`src/rtl/instruction_fetch_buffer.sv`:
```
// Single-line instruction fetch buffer: one 16-byte line with tag and valid bit,
// fixed-latency refill from instruction memory, and saturating hit/miss counters.
module instruction_fetch_buffer #(
  parameter int FILL_CYCLES = 8,
  parameter int CNT_W       = 16
) (
  input  logic             clock,
  input  logic             reset,
  input  logic             req,
  input  logic [31:0]      pc,
  input  logic             flush,
  output logic [31:0]      instr,
  output logic             instr_valid,
  output logic             fetch_err,
  output logic             busy,
  output logic [31:0]      mem_addr,
  input  logic [127:0]     mem_line,
  output logic [CNT_W-1:0] hit_count,
  output logic [CNT_W-1:0] miss_count
);

  localparam logic [1:0] ST_IDLE = 2'd0;
  localparam logic [1:0] ST_FILL = 2'd1;
  localparam logic [1:0] ST_RESP = 2'd2;

  localparam int              FC_W      = $clog2(FILL_CYCLES + 1);
  localparam logic [FC_W-1:0] FILL_LAST = FC_W'(FILL_CYCLES - 1);
  localparam logic [CNT_W-1:0] CNT_MAX  = {CNT_W{1'b1}};
  localparam logic [CNT_W-1:0] CNT_ONE  = CNT_W'(1);

  // Word 0 sits in the most significant 32 bits of the line.
  function automatic logic [31:0] line_word(input logic [127:0] line, input logic [1:0] k);
    logic [31:0] w;
    case (k)
      2'd0:    w = line[127:96];
      2'd1:    w = line[95:64];
      2'd2:    w = line[63:32];
      2'd3:    w = line[31:0];
      default: w = 32'h0000_0000;
    endcase
    return w;
  endfunction

  function automatic logic [CNT_W-1:0] sat_inc(input logic [CNT_W-1:0] v);
    logic [CNT_W-1:0] r;
    if (v == CNT_MAX) begin
      r = v;
    end else begin
      r = v + CNT_ONE;
    end
    return r;
  endfunction

  logic [1:0]      state_r;
  logic [127:0]    line_data_r;
  logic [27:0]     line_tag_r;
  logic            line_valid_r;
  logic [1:0]      word_sel_r;
  logic [FC_W-1:0] fill_cnt_r;

  logic aligned_s;
  logic hit_s;

  // Request decode against the buffered line.
  always_comb begin
    aligned_s = 1'b0;
    hit_s     = 1'b0;
    if (pc[1:0] == 2'b00) begin
      aligned_s = 1'b1;
    end else begin
      aligned_s = 1'b0;
    end
    if (line_valid_r && (line_tag_r == pc[31:4])) begin
      hit_s = 1'b1;
    end else begin
      hit_s = 1'b0;
    end
  end

  // Fetch state machine, line buffer, outputs and statistics.
  always_ff @(posedge clock) begin
    if (reset) begin
      state_r      <= ST_IDLE;
      line_data_r  <= 128'd0;
      line_tag_r   <= 28'd0;
      line_valid_r <= 1'b0;
      word_sel_r   <= 2'd0;
      fill_cnt_r   <= {FC_W{1'b0}};
      instr        <= 32'd0;
      instr_valid  <= 1'b0;
      fetch_err    <= 1'b0;
      busy         <= 1'b0;
      mem_addr     <= 32'd0;
      hit_count    <= {CNT_W{1'b0}};
      miss_count   <= {CNT_W{1'b0}};
    end else begin
      instr_valid <= 1'b0;
      case (state_r)
        ST_IDLE: begin
          if (flush) begin
            line_valid_r <= 1'b0;
          end else if (req) begin
            if (!aligned_s) begin
              instr       <= 32'd0;
              instr_valid <= 1'b1;
              fetch_err   <= 1'b1;
            end else if (hit_s) begin
              instr       <= line_word(line_data_r, pc[3:2]);
              instr_valid <= 1'b1;
              fetch_err   <= 1'b0;
              hit_count   <= sat_inc(hit_count);
            end else begin
              mem_addr     <= {pc[31:4], 4'b0000};
              word_sel_r   <= pc[3:2];
              fill_cnt_r   <= {FC_W{1'b0}};
              line_valid_r <= 1'b0;
              miss_count   <= sat_inc(miss_count);
              state_r      <= ST_FILL;
              busy         <= 1'b1;
            end
          end else begin
            state_r <= ST_IDLE;
          end
        end
        ST_FILL: begin
          if (flush) begin
            line_valid_r <= 1'b0;
            state_r      <= ST_IDLE;
            busy         <= 1'b0;
          end else begin
            fill_cnt_r <= fill_cnt_r + FC_W'(1);
            if (fill_cnt_r == FILL_LAST) begin
              line_data_r  <= mem_line;
              line_tag_r   <= mem_addr[31:4];
              line_valid_r <= 1'b1;
              state_r      <= ST_RESP;
            end else begin
              state_r <= ST_FILL;
            end
          end
        end
        ST_RESP: begin
          if (flush) begin
            line_valid_r <= 1'b0;
          end else begin
            instr       <= line_word(line_data_r, word_sel_r);
            instr_valid <= 1'b1;
            fetch_err   <= 1'b0;
          end
          state_r <= ST_IDLE;
          busy    <= 1'b0;
        end
        default: begin
          state_r <= ST_IDLE;
          busy    <= 1'b0;
        end
      endcase
    end
  end

endmodule
```
`config.mk`:
```
export PLATFORM = sky130hd
export DESIGN_NAME = instruction_fetch_buffer
export DESIGN_NICKNAME = d
export VERILOG_FILES = /design/src/rtl/instruction_fetch_buffer.sv
export SDC_FILE = /design/constraint.sdc
export NUM_CORES = 1
export LEC_CHECK = 0
export ABC_AREA = 1
export CAP_MARGIN = 20
export CORE_ASPECT_RATIO = 0.6
export CORE_MARGIN = 5
export CORE_UTILIZATION = 47
export CTS_CLUSTER_DIAMETER = 80
export DETAILED_ROUTE_END_ITERATION = 10
export PLACE_DENSITY = 0.75
export RECOVER_POWER = 50
export SKIP_LAST_GASP = 1
export SLEW_MARGIN = 0
export SYNTH_ARGS = -nofsm -noshare
export SYNTH_HDL_FRONTEND = slang
export SYNTH_SLANG_ARGS = --single-unit
```
`constraint.sdc`:
```
create_clock -name clock -period 1.71 [get_ports clock]
set_input_delay 0.2565 -clock clock [delete_from_list [all_inputs] [get_ports clock]]
set_output_delay 0.2565 -clock clock [all_outputs]
set_load 0.01 [all_outputs]
```
Yosys cells after proc, flatten, opt, wreduce, memory -nomap -nowiden
Index checks and enable logic that the tools add are counted.

storage, ports and cells
  logic and storage cells = 112
  output and inout bits = 99
  input port bits = 164
  flip-flop bits (word level) = 260

cells by class
  reductions and logical operators = 17
  eq/ne operators = 27
  bitwise operators = 4
  add/sub/neg operators = 3
  multiplexer cells = 48

operators by type and width
  kind                                                                   number
  32-bit case mux with 4 select lines                                    2
  32-bit 2-to-1 mux                                                      5
  32-bit case mux with 2 select lines                                    1
  16-bit by 1-bit adder with 16-bit output, second input constant        2
  16-bit equality test, second input constant                            2
  28-bit equality test                                                   1
  6-bit AND reduction                                                    4
  1-bit 2-to-1 mux                                                       23
  3-bit inequality test, second input constant                           7
  4-bit 2-to-1 mux                                                       5
  2-bit inequality test, second input constant                           8
  5-bit AND reduction                                                    3
  2-bit 2-to-1 mux                                                       6
  2-bit equality test, second input constant                             5
  2-bit zero test                                                        4
  4-bit case mux with 2 select lines                                     1
  2-bit by 1-bit equality test with 1-bit output, second input constant  3
  1-bit case mux with 2 select lines                                     3
  3-bit AND reduction                                                    2
  4-bit by 1-bit adder with 4-bit output, second input constant          1
  4-bit by 3-bit equality test with 1-bit output, second input constant  1
  1-bit NOT                                                              4
  2-bit case mux with 2 select lines                                     1
  2-bit nonzero test                                                     2
  3 further kinds                                                        3

Longest topological paths before layout
  depth in word-level cells = 8
  depth in mapped cells = 15
  gate-level depth less buffers = 14

Worst setup path after synthesis
Ideal clock, no wire load.

  path kind = reg2reg
  from = register miss_count[0]
  to = register miss_count[14]
  cell stages (with the launch flop) = 10
  path buffers = 2
  slack = -0.167 ns
  data required time = 1.577 ns
  arrival time = 1.744 ns
  clock period less this slack = 1.877 ns
  library setup time = 0.133 ns
  cell sequence = dfxtp_1 -> ha_1 -> nand2_2 -> nor3_4 -> nand4_2 -> o21a_1 -> buf_6 -> buf_2 -> nand3_1 -> a21oi_2

between the ends
  longest elaborated chain between the ends = 3
  elaborated cells between the ends (all ways) = 4
  classes of those cells = add/sub: 1; eq/ne: 1; bitwise: 1; reduce/logical: 1

RTL lines
  item                                                                                              line  RTL
  start: declaration                                                                                19    output logic [CNT_W-1:0] miss_count
  start signal: assignment                                                                          95    miss_count <= {CNT_W{1'b0}};
  start signal: assignment                                                                          117   miss_count <= sat_inc(miss_count);
  parallel branches: the longest is 3 deep, another holds 16-bit by 1-bit adder with 16-bit output  --

Parallel ways; which one is timed is not known.
A chain may end at the register's enable or synchronous reset.

Worst setup path in the final report
  from = register line_tag_r[11]
  to = register instr[30]

between the ends
  longest elaborated chain between the ends = 5

RTL lines
  item                                    line  RTL
  start: declaration                      56    logic [27:0] line_tag_r;
  start signal: assignment                134   line_tag_r <= mem_addr[31:4];
  28-bit equality test                    73    if (line_valid_r && (line_tag_r == pc[31:4])) begin
  1-bit logical AND                       73
  1-bit 2-to-1 mux                        73
  3-bit inequality test (no source line)  --
  5-bit AND reduction (no source line)    --
  end signal: assignment                  108   instr <= line_word(line_data_r, pc[3:2]);
  end signal: assignment                  146   instr <= line_word(line_data_r, word_sel_r);
  end: declaration                        12    output logic [31:0] instr,

No other way between the ends.

==> impl_results.md <==
* Clk buf depth at 3
* First-pass GRT wire length at 79,300 um
* Non-Filler Instances at 2,786
* GRT Util Overall at 30.3%
* Worst Max-Slew Pin Slew at 0.836 ns
* Register area share after synthesis at 39.0%
* P&R area growth vs syn at 51.0%
* Seq cells post-synth at 260
* Fin crit share at 110%
* GR Layer Usage met3 at 6.13%
* # setup viols final at 97
* Fin nets at 2,561
* Crit path cell chain: inv_2 > nand2_2 > nand2_2 > nor2_2 > inv_1 > nor2_1 > nand2_2 > nor2_2 > nand2_2 > nand3_4 > buf_8 > buf_12 > nand3b_1 > nand2_1 > nor2_2
* Core area at 27,800 sq um
* RSZ-0062 raised after global routing: yes
* CTS Sinks at 260
* Place WS at -0.699 ns
* Final worst slack at -0.179 ns
* Slowest CP cell: dfxtp_2
* DRC Markers at 0
* CP dominant cell by count: nand2_2
* Finished Core Util at 72.6%
* Post-DP HPWL at 34,300 um
* FMAX at 529 MHz
* Mapped Avg Cell Area at 6.63 sq um
* Critical path's largest stage delay at 0.36 ns
* H-tree levels at 1
* Tot Pwr at 14.6 mW
* Mapped Cells at 2,014
* Initial antenna violation count at 7
* Drt wl/cell at 19.0 um
* Max Cap Viol at 0
* Yosys top cell area share at 39.0%
* Failing checks: negative setup slack
* Leakage at 7.97 nW
* I/O pins at 263
* Met2 Use GR at 45.1%
* Layout cell share with drive strength beyond 1 at 24.5%
* Final GP Congestion at 0.987
* DR pass1 iterations at 6
* Crit-path leading delay family: simple AND/OR/NAND/NOR gates
* Total gr overflow at 0
* Crit Path Category: reg -> reg
* Post-route antenna net violation count at 0
* Die width at 228 um
* Mapped Area at 13,400 sq um
* Initial core utilization at 48.1%
* TritonCTS clock tree: done
* Pin count of the biggest net entering global routing at 88
* Critical Path RT at 2.15 ns
* Synth unique cells at 40
* CP Max Fanout at 6
* Critical Path End Type: flip-flop
* Leading cell types by total area after synthesis: dfxtp_1, a21oi_1, nand2_1
* Outcome: finished with violations
* Yosys Warn Count at 0
* Vias in the first global route at 14,759
* Crit path DAT at 2.33 ns
* Clock skew at 0.0234 ns
* Max IR drop VDD at 660 uV
* Fin. Hold Viols at 0
* Inserted Clock Buffers at 26
* DIE AREA at 32,000 sq um
* Clock root buffer: clkbuf_16
* Dpl cells at 2,689
* Number of fill cells at 2,157
* Hold crit path type: in -> reg
* Fin. max-slew vios at 0
* Slew headroom at 44.3%
* Layer with the highest usage: met2
* Final critical-path required period at 1.89 ns
* Height of the die at 141 um
* Routed WL at 53,000 um
* IO buf count at 258
* Vias per cell at 5.67
* PD cells at 723 nW/um^2
* Worst-path clk slew at 0.07 ns
* Grt met1 use at 44.5%
* Startpoint Class: flip-flop
* Vias at 15,805
* Dominant cell type by area after synthesis: dfxtp_1
* Worst path bufs/invs at 4
* Clock latency on the worst-skew pair at 0.56 ns
* Rows at 47
* 1st-iter DRT viols at 1,946
[final timing paths]
check / endpoint / startpoint / cells after the start / slack (ns)
worst max-delay path: instr[30]$_SDFFE_PP0P_ / line_tag_r[11]$_SDFFE_PP0P_ / 15 / -0.18
worst max register to register: instr[30]$_SDFFE_PP0P_ / line_tag_r[11]$_SDFFE_PP0P_ / 15 / -0.18
worst min-delay path: mem_addr[29]$_SDFFE_PP0P_ / pc[29] / 3 / 0.11
worst min register to register: busy$_SDFFE_PP0P_ / busy$_SDFFE_PP0P_ / 2 / 0.46
[kinds of logic after synthesis]
| group | synth area share, % |
|---|---|
| buffers and inverters | 10.2 |
| AOI/OAI and AO/OA | 21.7 |
| other | 0.0281 |
| and+or+nand+nor | 27.2 |
| xor gates and xnor gates | 1.64 |
| adders and majority gates | 0.281 |
| DFF | 39.0 |
[final cells by class]
cell class	instances	area (sq um)	share of cell area, %
Inverter	186	703	3.49
Clock inverter	13	209	1.04
Multi-Input combinational cell	1436	7930	39.3
Timing Repair Buffer	484	4850	24.1
Antenna cell	7	17.5	0.0869
Sequential cell	260	5250	26.1
Tap cell	367	459	2.28
Clock buffer	33	737	3.66
[metrics by stage]
step / setup TNS, ns / hold slack (ns) / cell area (sq um)
after floorplan: 0 / 0.412 / 13400
after global placement: -63.21 / 0.444 / 17500
after detailed placement: -72.20 / 0.448 / 17500
after CTS: -8.18 / 0.223 / 19200
after global routing: -21.57 / 0.123 / 20200
final: -8.69 / 0.114 / 20200
[worst register-to-register path, delay by kind of cell, from the launching register on]
kind / cells / cell delay, ns
buf+inv: 4 / 0.42
flops: 1 / 0.36
simple gates: 11 / 1.03
[registers in the layout, indices dropped and copies added (netlist names)]
name,cells
busy,1
fetch_err,1
fill_cnt_r,4
hit_count,16
instr,32
instr_valid,1
line_data_r,128
line_tag_r,28
line_valid_r,1
mem_addr,28
miss_count,16
state_r,2
word_sel_r,2
[synth_stat cells]
| master | count |
|---|---|
| nor2_8 | 2 |
| nor2_1 | 263 |
| inv_1 | 178 |
| nand2_4 | 1 |
| nand3_2 | 8 |
| nand4_1 | 12 |
| o21ai_0 | 200 |
| clkbuf_1 | 96 |
| nand3_1 | 146 |
| dfxtp_1 | 260 |
| inv_2 | 8 |
| nand3b_1 | 3 |
| nand2_1 | 388 |
| xnor2_1 | 13 |
| o21a_1 | 1 |
| a31o_2 | 1 |
| nor2_2 | 6 |
| a21oi_2 | 6 |
| buf_2 | 13 |
| a211oi_1 | 2 |
| nor3_2 | 1 |
| ha_1 | 3 |
| nand2_2 | 6 |
| o211ai_1 | 1 |
| buf_6 | 16 |
| nand4_2 | 1 |
| a21oi_1 | 301 |
| o2111ai_1 | 31 |
| buf_4 | 5 |
| a31oi_2 | 1 |
| nand2_8 | 1 |
| nor3_4 | 1 |
| xor2_1 | 12 |
| nor4_1 | 2 |
| or2_2 | 1 |
| and2_1 | 1 |
| nor3_1 | 14 |
| conb_1 | 1 |
| o21ai_1 | 2 |
| buf_1 | 6 |
[report_power, final]
| group | internal, mW | total (mW) | switching (mW) |
|---|---|---|---|
| Combinational | 0.954 | 2.02 | 1.06 |
| Clock | 3.81 | 6.38 | 2.57 |
| Sequential | 6.12 | 6.18 | 0.0636 |
| Total | 10.9 | 14.6 | 3.70 |
[routing by layer]
metal	share of wire (%)	routed length [um]	vias to the layer above
met2	44	23200	891
met3	11	5690	135
li1	-	-	7391
met4	2.9	1550	4
met5	0.038	20	-
met1	42	22500	7384
[what timing repair did]
| action | 4_1_cts | 5_1_grt |
|---|---|---|
| buffers inserted | 25 | 14 |
| pin swaps | 45 | 103 |
| hold buffers | 0 | 0 |
| gates cloned | 10 | 4 |
| gates resized for setup | 237 | 258 |
| setup endpoints to repair | 185 | 214 |
[cells in the final DEF (no fill, tap or decap), types with 49 or more instances in the layout]
cell type,netlist,layout
nand2_2,6,53
a21oi_1,301,249
a21oi_2,6,53
o21ai_0,200,174
nor2_1,263,231
dlygate4sd2_1,0,80
buf_4,5,159
nand2_1,388,317
nand3_1,146,94
nand3_2,8,49
clkdlybuf4s50_1,0,157
dfxtp_1,260,230
inv_1,178,154
No activity file was read; power rests on OpenSTA's default activity.
